File: config.mk
export PLATFORM = sky130hd
export DESIGN_NAME = gpu_cmd_queue
export DESIGN_NICKNAME = d
export VERILOG_FILES = /design/src/rtl/gpu_cmd_queue.sv
export SDC_FILE = /design/constraint.sdc
export NUM_CORES = 1
export LEC_CHECK = 0
export CORE_MARGIN = 5
export CORE_UTILIZATION = 45
export CTS_CLUSTER_SIZE = 20
export DETAILED_ROUTE_END_ITERATION = 16
export PLACE_DENSITY = 0.66
export SYNTH_ARGS = -nofsm -noshare
export SYNTH_HDL_FRONTEND = slang
export SYNTH_SLANG_ARGS = --single-unit
File: constraint.sdc
create_clock -name clk -period 3.95 [get_ports clk]
set_clock_uncertainty 0.1 [all_clocks]
set_input_delay 0.79 -clock clk [delete_from_list [all_inputs] [get_ports clk]]
set_output_delay 0.79 -clock clk [all_outputs]
set_load 0.005 [all_outputs]
File: src/rtl/gpu_cmd_queue.sv
// gpu_cmd_queue: CPU-side command FIFO and word-pair serializer feeding the
// GPU text engine's cpuline input. Each queued {cmd, param} pair is replayed
// as cmd (A phase), param (B phase), then an EXEC cycle for nonzero commands.
// The FSM tracks the GPU's A/B phase exactly; CMD and IDLE0 always fall in
// the A phase.
// Optional feature: define GPU_CMD_FILTER_EN to reject writes whose command
// lies outside 0x00C0..0x00C6. Rejected writes pulse drop_err and never set
// overflow.
// Handshake: a write is accepted on a rising edge when wr_en is high, the
// command passes the filter and full (pre-edge) is low; there is no
// backpressure other than full, and a write while full is dropped.
module gpu_cmd_queue #(
    parameter int DEPTH = 8,
    parameter int LW    = $clog2(DEPTH) + 1
) (
    input  logic          clk,
    input  logic          clr,
    input  logic          wr_en,
    input  logic [15:0]   wr_cmd,
    input  logic [15:0]   wr_param,
    output logic          full,
    output logic          empty,
    output logic [LW-1:0] level,
    output logic          busy,
    output logic          overflow,
    output logic          drop_err,
    output logic [15:0]   cpuline,
    output logic [2:0]    state_dbg
);

    localparam int AW = $clog2(DEPTH);

    typedef enum logic [2:0] {
        S_IDLE0 = 3'd0,
        S_IDLE1 = 3'd1,
        S_CMD   = 3'd2,
        S_PARAM = 3'd3,
        S_EXEC  = 3'd4
    } state_t;

    state_t        state, state_nxt;
    logic [31:0]   mem [DEPTH];
    logic [AW-1:0] wr_ptr, rd_ptr;
    logic [LW-1:0] count;
    logic [15:0]   cur_cmd, cur_param;
    logic [15:0]   cpuline_nxt;
    logic [31:0]   head;
    logic          cmd_ok;
    logic          wr_acc;
    logic          pop;
    logic          decide;

    assign full      = (count == LW'(DEPTH));
    assign empty     = (count == '0);
    assign level     = count;
    assign busy      = (state == S_CMD) || (state == S_PARAM) || (state == S_EXEC);
    assign state_dbg = state;
    assign head      = mem[rd_ptr];

`ifdef GPU_CMD_FILTER_EN
    assign cmd_ok = (wr_cmd >= 16'h00C0) && (wr_cmd <= 16'h00C6);

    // One-cycle pulse for each write rejected by the command filter.
    always_ff @(posedge clk or posedge clr) begin
        if (clr) begin
            drop_err <= 1'b0;
        end else begin
            drop_err <= wr_en && !cmd_ok;
        end
    end
`else
    assign cmd_ok   = 1'b1;
    assign drop_err = 1'b0;
`endif

    // Filter is checked first, so a filtered write never counts as overflow.
    assign wr_acc = wr_en && cmd_ok && !full;

    // Next-state and next cpuline word; the head is popped only on entry to CMD.
    always_comb begin
        state_nxt   = state;
        cpuline_nxt = 16'h0000;
        pop         = 1'b0;
        decide      = 1'b0;
        case (state)
            S_IDLE0: state_nxt = S_IDLE1;
            S_IDLE1: decide = 1'b1;
            S_CMD: begin
                state_nxt   = S_PARAM;
                cpuline_nxt = cur_param;
            end
            S_PARAM: begin
                if (cur_cmd != 16'h0000) begin
                    state_nxt = S_EXEC;
                end else begin
                    decide = 1'b1;
                end
            end
            S_EXEC:  decide = 1'b1;
            default: state_nxt = S_IDLE0;
        endcase
        if (decide) begin
            if (!empty) begin
                state_nxt   = S_CMD;
                pop         = 1'b1;
                cpuline_nxt = head[31:16];
            end else begin
                state_nxt = S_IDLE0;
            end
        end
    end

    // FSM, output word and current-pair registers; clr zeroes cpuline at once.
    always_ff @(posedge clk or posedge clr) begin
        if (clr) begin
            state     <= S_IDLE1;
            cpuline   <= 16'h0000;
            cur_cmd   <= 16'h0000;
            cur_param <= 16'h0000;
        end else begin
            state   <= state_nxt;
            cpuline <= cpuline_nxt;
            if (pop) begin
                cur_cmd   <= head[31:16];
                cur_param <= head[15:0];
            end
        end
    end

    // FIFO pointers, occupancy and the sticky overflow flag.
    always_ff @(posedge clk or posedge clr) begin
        if (clr) begin
            wr_ptr   <= '0;
            rd_ptr   <= '0;
            count    <= '0;
            overflow <= 1'b0;
        end else begin
            if (wr_acc) begin
                wr_ptr <= wr_ptr + AW'(1);
            end
            if (pop) begin
                rd_ptr <= rd_ptr + AW'(1);
            end
            case ({wr_acc, pop})
                2'b10:   count <= count + LW'(1);
                2'b01:   count <= count - LW'(1);
                default: count <= count;
            endcase
            if (wr_en && cmd_ok && full) begin
                overflow <= 1'b1;
            end
        end
    end

    // FIFO storage; contents need no reset since the pointers define validity.
    always_ff @(posedge clk) begin
        if (wr_acc) begin
            mem[wr_ptr] <= {wr_cmd, wr_param};
        end
    end

endmodule

; ---- Word level (Yosys, flattened, before mapping)
; Memories as Yosys holds them, arrays and structs flattened.
; Index checks and enable logic that the tools add are counted.
[op_classes]
add_sub_neg = 4
eq_ne = 9
muxes = 14
reduce_logical = 11
[op_table]
columns = op, count
row1 = $mux 16, 3
row2 = $reduce_bool 16->1, 1
row3 = $pmux 3 s4, 1
row4 = $pmux 4 s2, 1
row5 = $add 3x1->3 const B, 2
row6 = $eq 3x2->1 const B, 2
row7 = $mux 3, 2
row8 = $mux 1, 5
row9 = $add 4x1->4 const B, 1
row10 = $eq 4x4->1 const B, 1
row11 = $logic_not 4->1, 1
row12 = $sub 4x1->4 const B, 1
row13 = $eq 3x1->1 const B, 1
row14 = $eq 3x3->1 const B, 1
row15 = $logic_not 3->1, 1
row16 = $ne 3x2->1 const B, 1
row17 = $eq 2x1->1 const B, 1
row18 = $eq 2x2->1 const B, 1
row19 = $logic_and 1x1->1, 2
row20 = $logic_or 1x1->1, 2
row21 = $mux 2, 1
row22 = $ne 2x1->1 const B, 1
row23 = $pmux 1 s2, 1
row24 = $reduce_and 2->1, 1
row25 = 3 further kinds, 3
[totals]
ff_bits = 62
ramBits = 256
in_bits = 35
out_inout_bits = 28
elab_cells = 47
mem_count = 1
[mem_list]
columns = memory, depth, width, rd, rd_clocked_by_memory_dff, write_ports, line_no
row1 = mem, 8, 32, 1, 0, 1, 42  ; logic [31:0] mem [DEPTH];

; ---- Longest topological paths before layout
; Gate-level depths: netlist of run 1.
[depth]
word_depth = 6
ltp_mapped = 14
ltp_nobuf = 11

; ---- Least setup slack after synthesis of run 1
; OpenSTA, ideal clock, no wires.
[synth_timing]
path_kind = input -> register
start = input port wr_en
end = memory mem[0][0] (enable)
setup_ps = 461
arrival_time_ps = 3407
required_time_ps = 3389
slack_ps = -18
path_stages = 3
path_buffers = 0
path_cell_list = nor2b_1 > nand2b_1 > nor3_1
[synth_via]
elab_chain_len = 3
[synth_rtl]
columns = element, line_no
row1 = start: declaration, 18  ; input logic wr_en,
row2 = $logic_and 1x1->1, 77  ; assign wr_acc = wr_en && cmd_ok && !full;
row3 = $mux 1, 157  ; if (wr_acc) begin
row4 = $mux 1 (not written as such), 158  ; mem[wr_ptr] <= {wr_cmd, wr_param};
row5 = end: declaration, 42
; No other way between the ends.

; ---- Final worst setup path of run 1
[layout_timing]
start = register count[1] (netlist: level[1])
end = output port empty
[layout_via]
elab_chain_len = 1
[layout_rtl]
columns = element, line_no
row1 = start: declaration, 44  ; logic [LW-1:0] count;
row2 = start signal: assignment, 145  ; 2'b10: count <= count + LW'(1);
row3 = start signal: assignment, 146  ; 2'b01: count <= count - LW'(1);
row4 = start signal: assignment, 147  ; default: count <= count;
row5 = $logic_not 4->1, 54  ; assign empty = (count == '0);
row6 = end: declaration, 22  ; output logic empty,
; No other way between the ends.

==> key figures, run 1 <==
Routing
  • DRT iter0 DRCs: 354
  • Final antenna-violating net count: 0
  • Via density: 5.51
  • DR vias: 5,746
  • Residual DRC: 0
  • Final WL: 23.8 mm
  • First drt pass iteration count: 5
  • WL/cell: 22.9 um

Global route
  • Maximum number of pins on one net before global-route repair: 42
  • Antenna violations before repair: 0
  • Aggregate global-route resource usage: 0.159
  • GR Overflow Total: 0
  • First-pass GRT wire length: 37.8 mm
  • Vias in the first global route: 6,362

Critical path
  • Worst reg-to-reg setup slack: 0.70 ns
  • Max Fanout on Critical Path: 10
  • CP required: 3.06 ns
  • Crit path capture type: output pin
  • FF-to-FF path depth: 11
  • Kind of critical path: flip-flop to output pin
  • Reg-to-Reg Start: level[1]$_DFFE_PP0P_
  • Critical Path AT: 2.37 ns
  • Critical Path Source Type: flip-flop
  • R2R Path End: level[2]$_DFFE_PP0P_

Logic synthesis
  • Post-synth net total: 635
  • Post-synth EDFFs: 256
  • Synth top area share: 0.626
  • Multiplexer area fraction after synthesis: 0.180
  • Synth Register Bits: 318
  • Seq/Total Area, Yosys: 0.753
  • Post-synth top flop: edfxtp_1
  • Area contributors post-synth: edfxtp_1 63%, dfrtp_1 12%, mux4_2 12%, mux2i_1 2.6%, mux2_2 2.0%
  • Synth area leader: edfxtp_1
  • Synthesized instance count: 595
  • Synth Area in Compound Gates: 0.0112
  • Synth Area in Simple Gates: 0.0251
  • Synthesized area: 0.0123 mm2
  • Netlist cell types: 40
  • Synth Area in Adders: 0.00510
  • Largest family of logic cells by synthesized area: multiplexers
  • Ys async rst share: 0.195
  • Avg Cell Area, Syn: 20.6 um2
  • Warnings, synthesis: 0
  • Xor-xnor portion of the synthesized cell area: 0.00571

Place
  • Dpl cells: 986
  • GP Congestion: 0.778
  • PortBufs: 61
  • Hpwl dp: 14.0 mm

CTS
  • Clock buffer depth: 3
  • Clk slew on worst S/H paths: 0.06 ns
  • Clk root buf: clkbuf_16
  • TritonCTS clock tree: built
  • Post-cts resize count: 0
  • Number of H-tree levels: 1
  • Num Clock Sinks: 318
  • TritonCTS Buffers: 31
  • Total setup buffers inserted after CTS: 0
  • Skew-Pair Late Insertion Delay: 0.55 ns
  • Hold_buf cts: 0

Hold path
  • Worst Hold Depth: 1
  • Hold crit path type: flip-flop to flip-flop
  • Critical hold path startpoint: overflow$_DFFE_PP0P_
  • WHS Endpoint: overflow$_DFFE_PP0P_

Cells and area
  • Layout cells sized above 1: 0.258
  • Fillers: 2,062
  • # diodes: 0
  • Leading cell types in the layout, fill and taps excluded: 256 x edfxtp_1, 64 x mux4_2, 61 x clkdlybuf4s50_1, 58 x dfrtp_1, 32 x mux2i_1
  • Non-Filler Instances: 1,043
  • P&R area growth vs syn: 17.2%
  • Final #Nets: 718
  • Most common cell after layout, fill and taps aside: edfxtp_1

Timing
  • Setup TNS: 0 ns
  • Achievable Freq: 307 MHz
  • Max-slew headroom: 0.413
  • Final Max Tran Viols: 0
  • Tcrit/Tclk final: 0.825
  • Final setup vio count: 0
  • Worst-margin pin slew: 0.879 ns
  • Fin crit period: 3.26 ns
  • Final hold violations: 0
  • RSZ-0062 raised after global routing: no
  • Worst Hold Margin: 0.359 ns

Power and ir drop
  • Power per cell area: 773 mW/mm2
  • VDD IR max: 361 uV
  • Leakage: 5.01 nW

Run
  • Max-Cap Viols: 0

Floorplan
  • Die Wd: 175 um
  • FP Rows: 60
  • I/O pin cnt: 63
  • Total die area: 0.0307 mm2
  • Initial Util: 0.457
  • Core area: 0.0269 mm2
  • Die height: 175 um

Run status
  • Status: completed
[sequential cells by signal, summed over array words and instances (netlist names)]
name,cells
cur_cmd,16
mem,256
wr_ptr,3
overflow,1
rd_ptr,3
cpuline,16
state_dbg,3
level,4
cur_param,16
[cells by family after synthesis]
group                      Yosys count
muxes                              131
adders and majority gates            5
buffers and inverters               46
DFF                                318
AOI/OAI and AO/OA                   25
other                                1
xor gates and xnor gates             8
and+or+nand+nor                     61
[cell type report]
type | instances | area (um2) | share of cell area
clock buffer | 40 | 850 | 0.0591
timing repair buffer | 77 | 756 | 0.0526
inverter | 19 | 78.8 | 0.00548
clock inverter | 17 | 170 | 0.0118
sequential | 318 | 9250 | 0.643
multi-input combinational | 231 | 2850 | 0.198
tap | 341 | 427 | 0.0297
[worst max-delay path, stage by stage, from the launching register on]
cell and delay [ns]:
dfrtp_1 0.49, nor4_1 0.69, clkdlybuf4s50_1 0.64
[cell usage after synthesis (3+ instances only)]
master	n
mux2_4	13
edfxtp_1	256
nand2b_1	5
nor4_1	4
nand2_1	25
ha_1	5
mux4_2	64
mux2i_1	32
clkbuf_1	13
mux2_2	22
xor2_1	5
buf_2	7
nor3_1	3
dfrtp_1	61
inv_1	18
xnor2_1	3
a21oi_1	3
nor2_1	10
o21ai_0	18
[layer usage]
layer  vias up  track usage  wire, um  part of all wire
met5         -            0         0                 0
met4         0       0.0370       455             0.019
met3        39       0.0266       980             0.041
met2       132        0.268     12000              0.50
met1      3051        0.219     10400              0.44
li1       2524            -         -                 -
[power by group]
part / internal [W] / total [W] / switching, W
logic: 0.00174 / 0.00336 / 0.00162
registers: 0.00437 / 0.00485 / 0.000478
clock network: 0.00171 / 0.00290 / 0.00119
total: 0.00782 / 0.0111 / 0.00329
[per-stage QoR]
step | total power (W) | util | setup WS [ns] | cell area [um2]
floorplan | 0.00722 | - | 0.00169 | 12300
global placement | 0.00822 | 0.497 | 0.785 | 13400
detailed placement | 0.00833 | 0.497 | 0.750 | 13400
CTS | 0.0113 | 0.535 | 0.707 | 14400
global route | 0.0117 | 0.535 | 0.513 | 14400
finish | 0.0111 | 0.535 | 0.690 | 14400
[how the worst max path moves through the flow]
stage	depth (start not counted)	slack (ns)	end	start
3_5_place_dp	11	0.75	level[2]$_DFFE_PP0P_	level[1]$_DFFE_PP0P_
3_3_place_gp	11	0.78	level[2]$_DFFE_PP0P_	cur_cmd[4]$_DFFE_PP0P_
6_report	2	0.69	empty	level[1]$_DFFE_PP0P_
4_1_cts	2	0.71	empty	level[1]$_DFFE_PP0P_
5_1_grt	11	0.51	level[2]$_DFFE_PP0P_	level[1]$_DFFE_PP0P_
2_1_floorplan	3	0.002	mem[1][0]$_DFFE_PP_	wr_en
Power figures use the tool's default switching activity.
==> inputs of run 2 (changes only) <==
--- a/config.mk
+++ b/config.mk
@@ -9,7 +9,7 @@
 export CORE_UTILIZATION = 45
 export CTS_CLUSTER_SIZE = 20
 export DETAILED_ROUTE_END_ITERATION = 16
-export PLACE_DENSITY = 0.66
+export PLACE_DENSITY = 0.64
 export SYNTH_ARGS = -nofsm -noshare
 export SYNTH_HDL_FRONTEND = slang
 export SYNTH_SLANG_ARGS = --single-unit
==> constraint.sdc (replaced) <==
create_clock -name clk -period 3 [get_ports clk]
set_clock_uncertainty 0.1 [all_clocks]
set_input_delay 0.6 -clock clk [delete_from_list [all_inputs] [get_ports clk]]
set_output_delay 0.6 -clock clk [all_outputs]
set_load 0.005 [all_outputs]
==> key figures, run 2 (synthesis results as in run 1) <==
Cells and area
  • Area of the multi-input gates: 0.00287 mm2 (+0.75%)
  • Layout cells sized above 1: 0.275 (+0.0172)
  • P&R area growth vs syn: 19.8%
  • Final #Nets: 734 (+2.2%)
  • # diodes: 0 (unchanged)
  • Fillers: 2,049 (-0.63%)
  • Largest register FFs: 256 (unchanged)
  • Largest reg by FF count: mem
  • Leading cell types in the layout, fill and taps excluded: 256 x edfxtp_1, 64 x mux4_2, 61 x clkdlybuf4s50_1, 58 x dfrtp_1, 36 x clkbuf_16
  • Non-Filler Instances: 1,061 (+1.7%)
  • Post-layout util: 0.547 (+0.0123)
  • Storage cell area: 0.00925 mm2 (unchanged)
  • Most common cell after layout, fill and taps aside: edfxtp_1

Place
  • Dpl ws: 0.144 ns (-0.606 ns)
  • GP Congestion: 0.765 (-1.7%)
  • Hpwl dp: 14.4 mm (+2.7%)
  • Dpl cells: 998 (+1.2%)
  • PortBufs: 61 (unchanged)

Timing
  • Achievable Freq: 351 MHz
  • Tcrit/Tclk final: 0.948
  • Max-slew headroom: 0.319 (-0.0941)
  • Final hold violations: 0 (unchanged)
  • Worst-margin pin slew: 1.02 ns (+0.142 ns)
  • RSZ-0062 raised after global routing: no
  • Worst setup margin: 0.155 ns (-0.535 ns)
  • Fin crit period: 2.85 ns
  • Final setup vio count: 0 (unchanged)
  • Final Max Tran Viols: 0 (unchanged)

Floorplan
  • Total die area: 0.0307 mm2 (unchanged)
  • Die Wd: 175 um (unchanged)
  • Core area: 0.0269 mm2 (unchanged)
  • FP Rows: 60 (unchanged)
  • Die height: 175 um (unchanged)
  • I/O pin cnt: 63 (unchanged)
  • Initial Util: 0.457 (unchanged)

CTS
  • Total setup buffers inserted after CTS: 0 (unchanged)
  • Clk slew on worst S/H paths: 0.06 ns (about the same)
  • Skew-Pair Late Insertion Delay: 0.51 ns (-0.04 ns)
  • Clk root buf: clkbuf_16
  • TritonCTS Buffers: 35 (+13%)
  • Clock buffer depth: 3 (unchanged)
  • Hold_buf cts: 0 (unchanged)
  • Post-cts resize count: 0 (unchanged)
  • TritonCTS clock tree: built
  • Number of H-tree levels: 2 (+1)
  • Num Clock Sinks: 318 (unchanged)

Global route
  • Antenna violations before repair: 0 (unchanged)
  • GR Overflow Total: 0 (unchanged)
  • First-pass GRT wire length: 37.9 mm (+0.37%)
  • Vias in the first global route: 6,251 (-1.7%)
  • Aggregate global-route resource usage: 0.162 (+0.00331)
  • Maximum number of pins on one net before global-route repair: 67 (+60%)

Critical path
  • Critical Path AT: 3.11 ns (+0.74 ns)
  • Kind of critical path: flip-flop to flip-flop
  • Crit path capture type: flip-flop
  • Max Fanout on Critical Path: 5 (-5)
  • Critical Path Source Type: flip-flop
  • Worst reg-to-reg setup slack: 0.15 ns (-0.55 ns)
  • CP required: 3.27 ns (+0.21 ns)
  • FF-to-FF path depth: 11 (unchanged)

Routing
  • Via density: 5.39 (-2.1%)
  • Met3 WL: 995 um (+1.5%)
  • Final WL: 24.0 mm (+0.84%)
  • DRT iter0 DRCs: 399 (+13%)
  • Final antenna-violating net count: 0 (unchanged)
  • M1 wire length: 10.4 mm (+0.30%)
  • DR vias: 5,723 (-0.40%)
  • Highest metal used: met4
  • First drt pass iteration count: 5 (unchanged)
  • Residual DRC: 0 (unchanged)
  • Met2 WL post-DR: 12.3 mm (+2.2%)
  • WL/cell: 22.7 um (-0.87%)

Hold path
  • Hold crit path type: flip-flop to flip-flop
  • Worst Hold Depth: 1 (unchanged)

Power and ir drop
  • Power Total: 0.0150 W (+35%)
  • VDD IR max: 380 uV (+5.2%)
  • Power per cell area: 1020 mW/mm2 (+32%)
  • Leakage: 5.16 nW (+2.8%)

Run status
  • Status: completed

Run
  • Max-Cap Viols: 0 (unchanged)
## run 2: cell types whose count changed in the layout (fill, tap and decap cells not counted), sizes merged
| cell | change |
|---|---|
| clkinvlp | -1 |
| clkinv | -2 |
| inv | +2 |
| clkbuf | +9 |
| bufinv | -2 |
| buf | +12 |
## run 2: where the power goes
part / internal, W / switching, W
sequential: 0.00575 / 0.000597
combinational: 0.00246 / 0.00220
clock: 0.00240 / 0.00162
## run 2: area by class of cell
| type | instances | share of cell area |
|---|---|---|
| Clock inverter | 14 | 0.00757 |
| Clock buffer | 49 | 0.0673 |
| Multi-Input combinational cell | 231 | 0.195 |
| Inverter | 19 | 0.00536 |
| Sequential cell | 318 | 0.629 |
| Tap cell | 341 | 0.0290 |
| Timing Repair Buffer | 89 | 0.0669 |
## run 2: worst max-delay path, stage by stage, from the launching register on
cell     delay (ns)
dfrtp_1        0.37
or4_1          0.51
or3_4          0.36
o31a_1         0.33
inv_8          0.08
ha_2           0.21
xor2_1         0.08
ha_1           0.18
a21oi_1        0.15
xor2_1         0.15
nor2_1         0.06
xor2_1         0.14
## run 2: path summary, 6_finish.rpt
check | startpoint | to
hold reg to reg | overflow$_DFFE_PP0P_ | overflow$_DFFE_PP0P_
setup reg to reg | cur_cmd[4]$_DFFE_PP0P_ | level[2]$_DFFE_PP0P_
setup / recovery | cur_cmd[4]$_DFFE_PP0P_ | level[2]$_DFFE_PP0P_
hold / removal | overflow$_DFFE_PP0P_ | overflow$_DFFE_PP0P_
min in group asynchronous | clr | cpuline[2]$_DFF_PP0_
max in group asynchronous | clr | cur_cmd[7]$_DFFE_PP0P_
## run 2: routing by layer
metal / vias to the layer above / GRT usage
met1: 3016 / 0.223
li1: 2561 / -
met2: 116 / 0.274
met5: - / 0
met3: 30 / 0.0273
met4: 0 / 0.0376
## run 2: metrics by stage
| stage | hold slack (ns) | area (um2) | TNS (ns) |
|---|---|---|---|
| 2_1_floorplan | 0.346 | 12300 | -7.13 |
| 3_3_place_gp | 0.343 | 13600 | 0 |
| 3_5_place_dp | 0.347 | 13600 | 0 |
| 4_1_cts | 0.360 | 14700 | 0 |
| 5_1_grt | 0.379 | 14700 | 0 |
| 6_report | 0.358 | 14700 | 0 |
==> inputs of run 3 (changes only) <==
--- a/config.mk
+++ b/config.mk
@@ -10,6 +10,7 @@
 export CTS_CLUSTER_SIZE = 20
 export DETAILED_ROUTE_END_ITERATION = 16
 export PLACE_DENSITY = 0.64
+export SETUP_SLACK_MARGIN = 0.5
 export SYNTH_ARGS = -nofsm -noshare
 export SYNTH_HDL_FRONTEND = slang
 export SYNTH_SLANG_ARGS = --single-unit
==> key figures, run 3 (synthesis results as in run 1) <==
Timing
  • Tcrit/Tclk final: 0.939 (-0.00944)
  • Fin crit period: 2.82 ns (-0.0283 ns)
  • Setup TNS: 0 ns (unchanged)
  • Achievable Freq: 355 MHz (+1.0%)
  • Final setup vio count: 0 (unchanged)
  • Worst-margin pin slew: 1.15 ns (+0.129 ns)
  • Max-slew headroom: 0.233 (-0.0863)
  • Final hold violations: 0 (unchanged)
  • Final Max Tran Viols: 0 (unchanged)
  • RSZ-0062 raised after global routing: yes

Hold path
  • Hold crit path type: primary input to asynchronous set/reset pin

Floorplan
  • Core area: 0.0269 mm2 (unchanged)
  • I/O pin cnt: 63 (unchanged)
  • Initial Util: 0.457 (unchanged)
  • Die Wd: 175 um (unchanged)
  • Total die area: 0.0307 mm2 (unchanged)
  • FP Rows: 60 (unchanged)
  • Die height: 175 um (unchanged)

CTS
  • Clock buffer depth: 3 (unchanged)
  • Skew-Pair Late Insertion Delay: 0.55 ns (+0.04 ns)
  • Clk slew on worst S/H paths: 0.06 ns (about the same)
  • Number of H-tree levels: 1 (-1)
  • Hold_buf cts: 0 (unchanged)
  • TritonCTS Buffers: 31 (-11%)
  • TritonCTS clock tree: built
  • Num Clock Sinks: 318 (unchanged)
  • Clk root buf: clkbuf_16

Routing
  • Via density: 5.44 (+0.80%)
  • First drt pass iteration count: 7 (+2)
  • Final antenna-violating net count: 0 (unchanged)
  • WL/cell: 22.5 um (-0.70%)
  • Final WL: 23.8 mm (-0.89%)
  • DR vias: 5,758 (+0.61%)
  • DRT iter0 DRCs: 353 (-12%)
  • Residual DRC: 0 (unchanged)

Cells and area
  • Area of the multi-input gates: 0.00290 mm2 (+1.1%)
  • Fillers: 2,082 (+1.6%)
  • Leading cell types in the layout, fill and taps excluded: 256 x edfxtp_1, 64 x mux4_2, 58 x clkdlybuf4s50_1, 54 x dfrtp_1, 35 x clkbuf_16
  • Final #Nets: 734 (unchanged)
  • Largest reg by FF count: mem
  • Storage cell area: 0.00925 mm2 (about the same)
  • P&R area growth vs syn: 19.8% (about the same)
  • Post-layout util: 0.547 (about the same)
  • Largest register FFs: 256 (unchanged)
  • # diodes: 0 (unchanged)
  • Most common cell after layout, fill and taps aside: edfxtp_1
  • Layout cells sized above 1: 0.292 (+0.0175)

Place
  • GP Congestion: 0.783 (+2.4%)
  • PortBufs: 61 (unchanged)
  • Hpwl dp: 14.5 mm (+0.62%)

Critical path
  • CP required: 3.37 ns (+0.10 ns)
  • Critical Path AT: 3.19 ns (+0.08 ns)
  • Critical Path Source Type: flip-flop
  • Kind of critical path: flip-flop to flip-flop
  • Max Fanout on Critical Path: 4 (-1)
  • Crit path capture type: flip-flop

Global route
  • Antenna violations before repair: 0 (unchanged)
  • First-pass GRT wire length: 37.8 mm (-0.40%)
  • Maximum number of pins on one net before global-route repair: 37 (-45%)
  • Aggregate global-route resource usage: 0.159 (-0.00347)
  • GR Overflow Total: 0 (unchanged)
  • Vias in the first global route: 6,326 (+1.2%)

Run
  • Max-Cap Viols: 0 (unchanged)

Run status
  • Status: completed

Power and ir drop
  • VDD IR max: 456 uV (+20%)
  • Leakage: 5.17 nW (+0.33%)
  • Power per cell area: 1020 mW/mm2 (-0.63%)
-- run 3: cell types whose count changed in the layout (fill, tap and decap cells not counted), sizes merged, moves of 2 or more --
cell	delta
clkbuf	-13
buf	+4
clkdlybuf4s50	-3
clkinv	+6
dlygate4sd2	+2
-- run 3: per-stage QoR --
step	power, W	hold WS [ns]	cells	instance area, um2	setup WS (ns)
6_report	0.0149	0.267	1059	14700	0.183
5_1_grt	0.0157	0.301	1059	14700	0.116
4_1_cts	0.0151	0.266	1057	14700	0.217
3_5_place_dp	0.0112	0.366	993	13600	0.201
3_3_place_gp	0.0110	0.338	993	13600	0.248
2_1_floorplan	0.00956	0.346	595	12300	0.134
-- run 3: cell type report --
class,count,share of cell area
clock buffers,36,0.0599
inverters,19,0.00536
well taps,341,0.0290
clock inverters,21,0.00979
repair buffers,93,0.0690
multi-input cells,231,0.197
flip-flops and latches,318,0.630
-- run 3: path summary, 6_finish.rpt --
path,from,endpoint,slack [ns],cells past startpoint
min in group clk,overflow$_DFFE_PP0P_,overflow$_DFFE_PP0P_,0.37,1
max in group asynchronous,clr,rd_ptr[0]$_DFFE_PP0P_,1.84,3
worst min register to register,overflow$_DFFE_PP0P_,overflow$_DFFE_PP0P_,0.37,1
worst max-delay path,cur_cmd[4]$_DFFE_PP0P_,level[2]$_DFFE_PP0P_,0.18,11
worst min-delay path,clr,state_dbg[1]$_DFFE_PP0P_,0.27,2
worst max register to register,cur_cmd[4]$_DFFE_PP0P_,level[2]$_DFFE_PP0P_,0.18,11
-- run 3: worst max-delay path, stage by stage (launching register included) --
cell and delay (ns):
dfrtp_1 0.38, or4_1 0.54, or3_4 0.36, o31a_1 0.33, inv_8 0.09, ha_4 0.14, xor2_2 0.14, ha_2 0.19
a21oi_2 0.04, xor2_1 0.14, nor2_1 0.15, xor2_1 0.15
-- run 3: where the power goes --
part	internal [W]	switching, W
clock network	0.00219	0.00160
logic	0.00254	0.00217
registers	0.00575	0.000667
total	0.0105	0.00444
-- run 3: repair_timing --
action                                  4_1_cts  5_1_grt
resized for setup                             7        5
setup buffers                                 7        2
pin swaps                                     3        0
endpoints found under the setup margin       38       37
-- run 3: metal layers --
metal  wire length (um)  share of wire  GRT usage
met1              10200           0.43      0.217
met2              12400           0.52      0.272
met3                891          0.037     0.0240
met4                341          0.014     0.0360
met5                  0              0          0
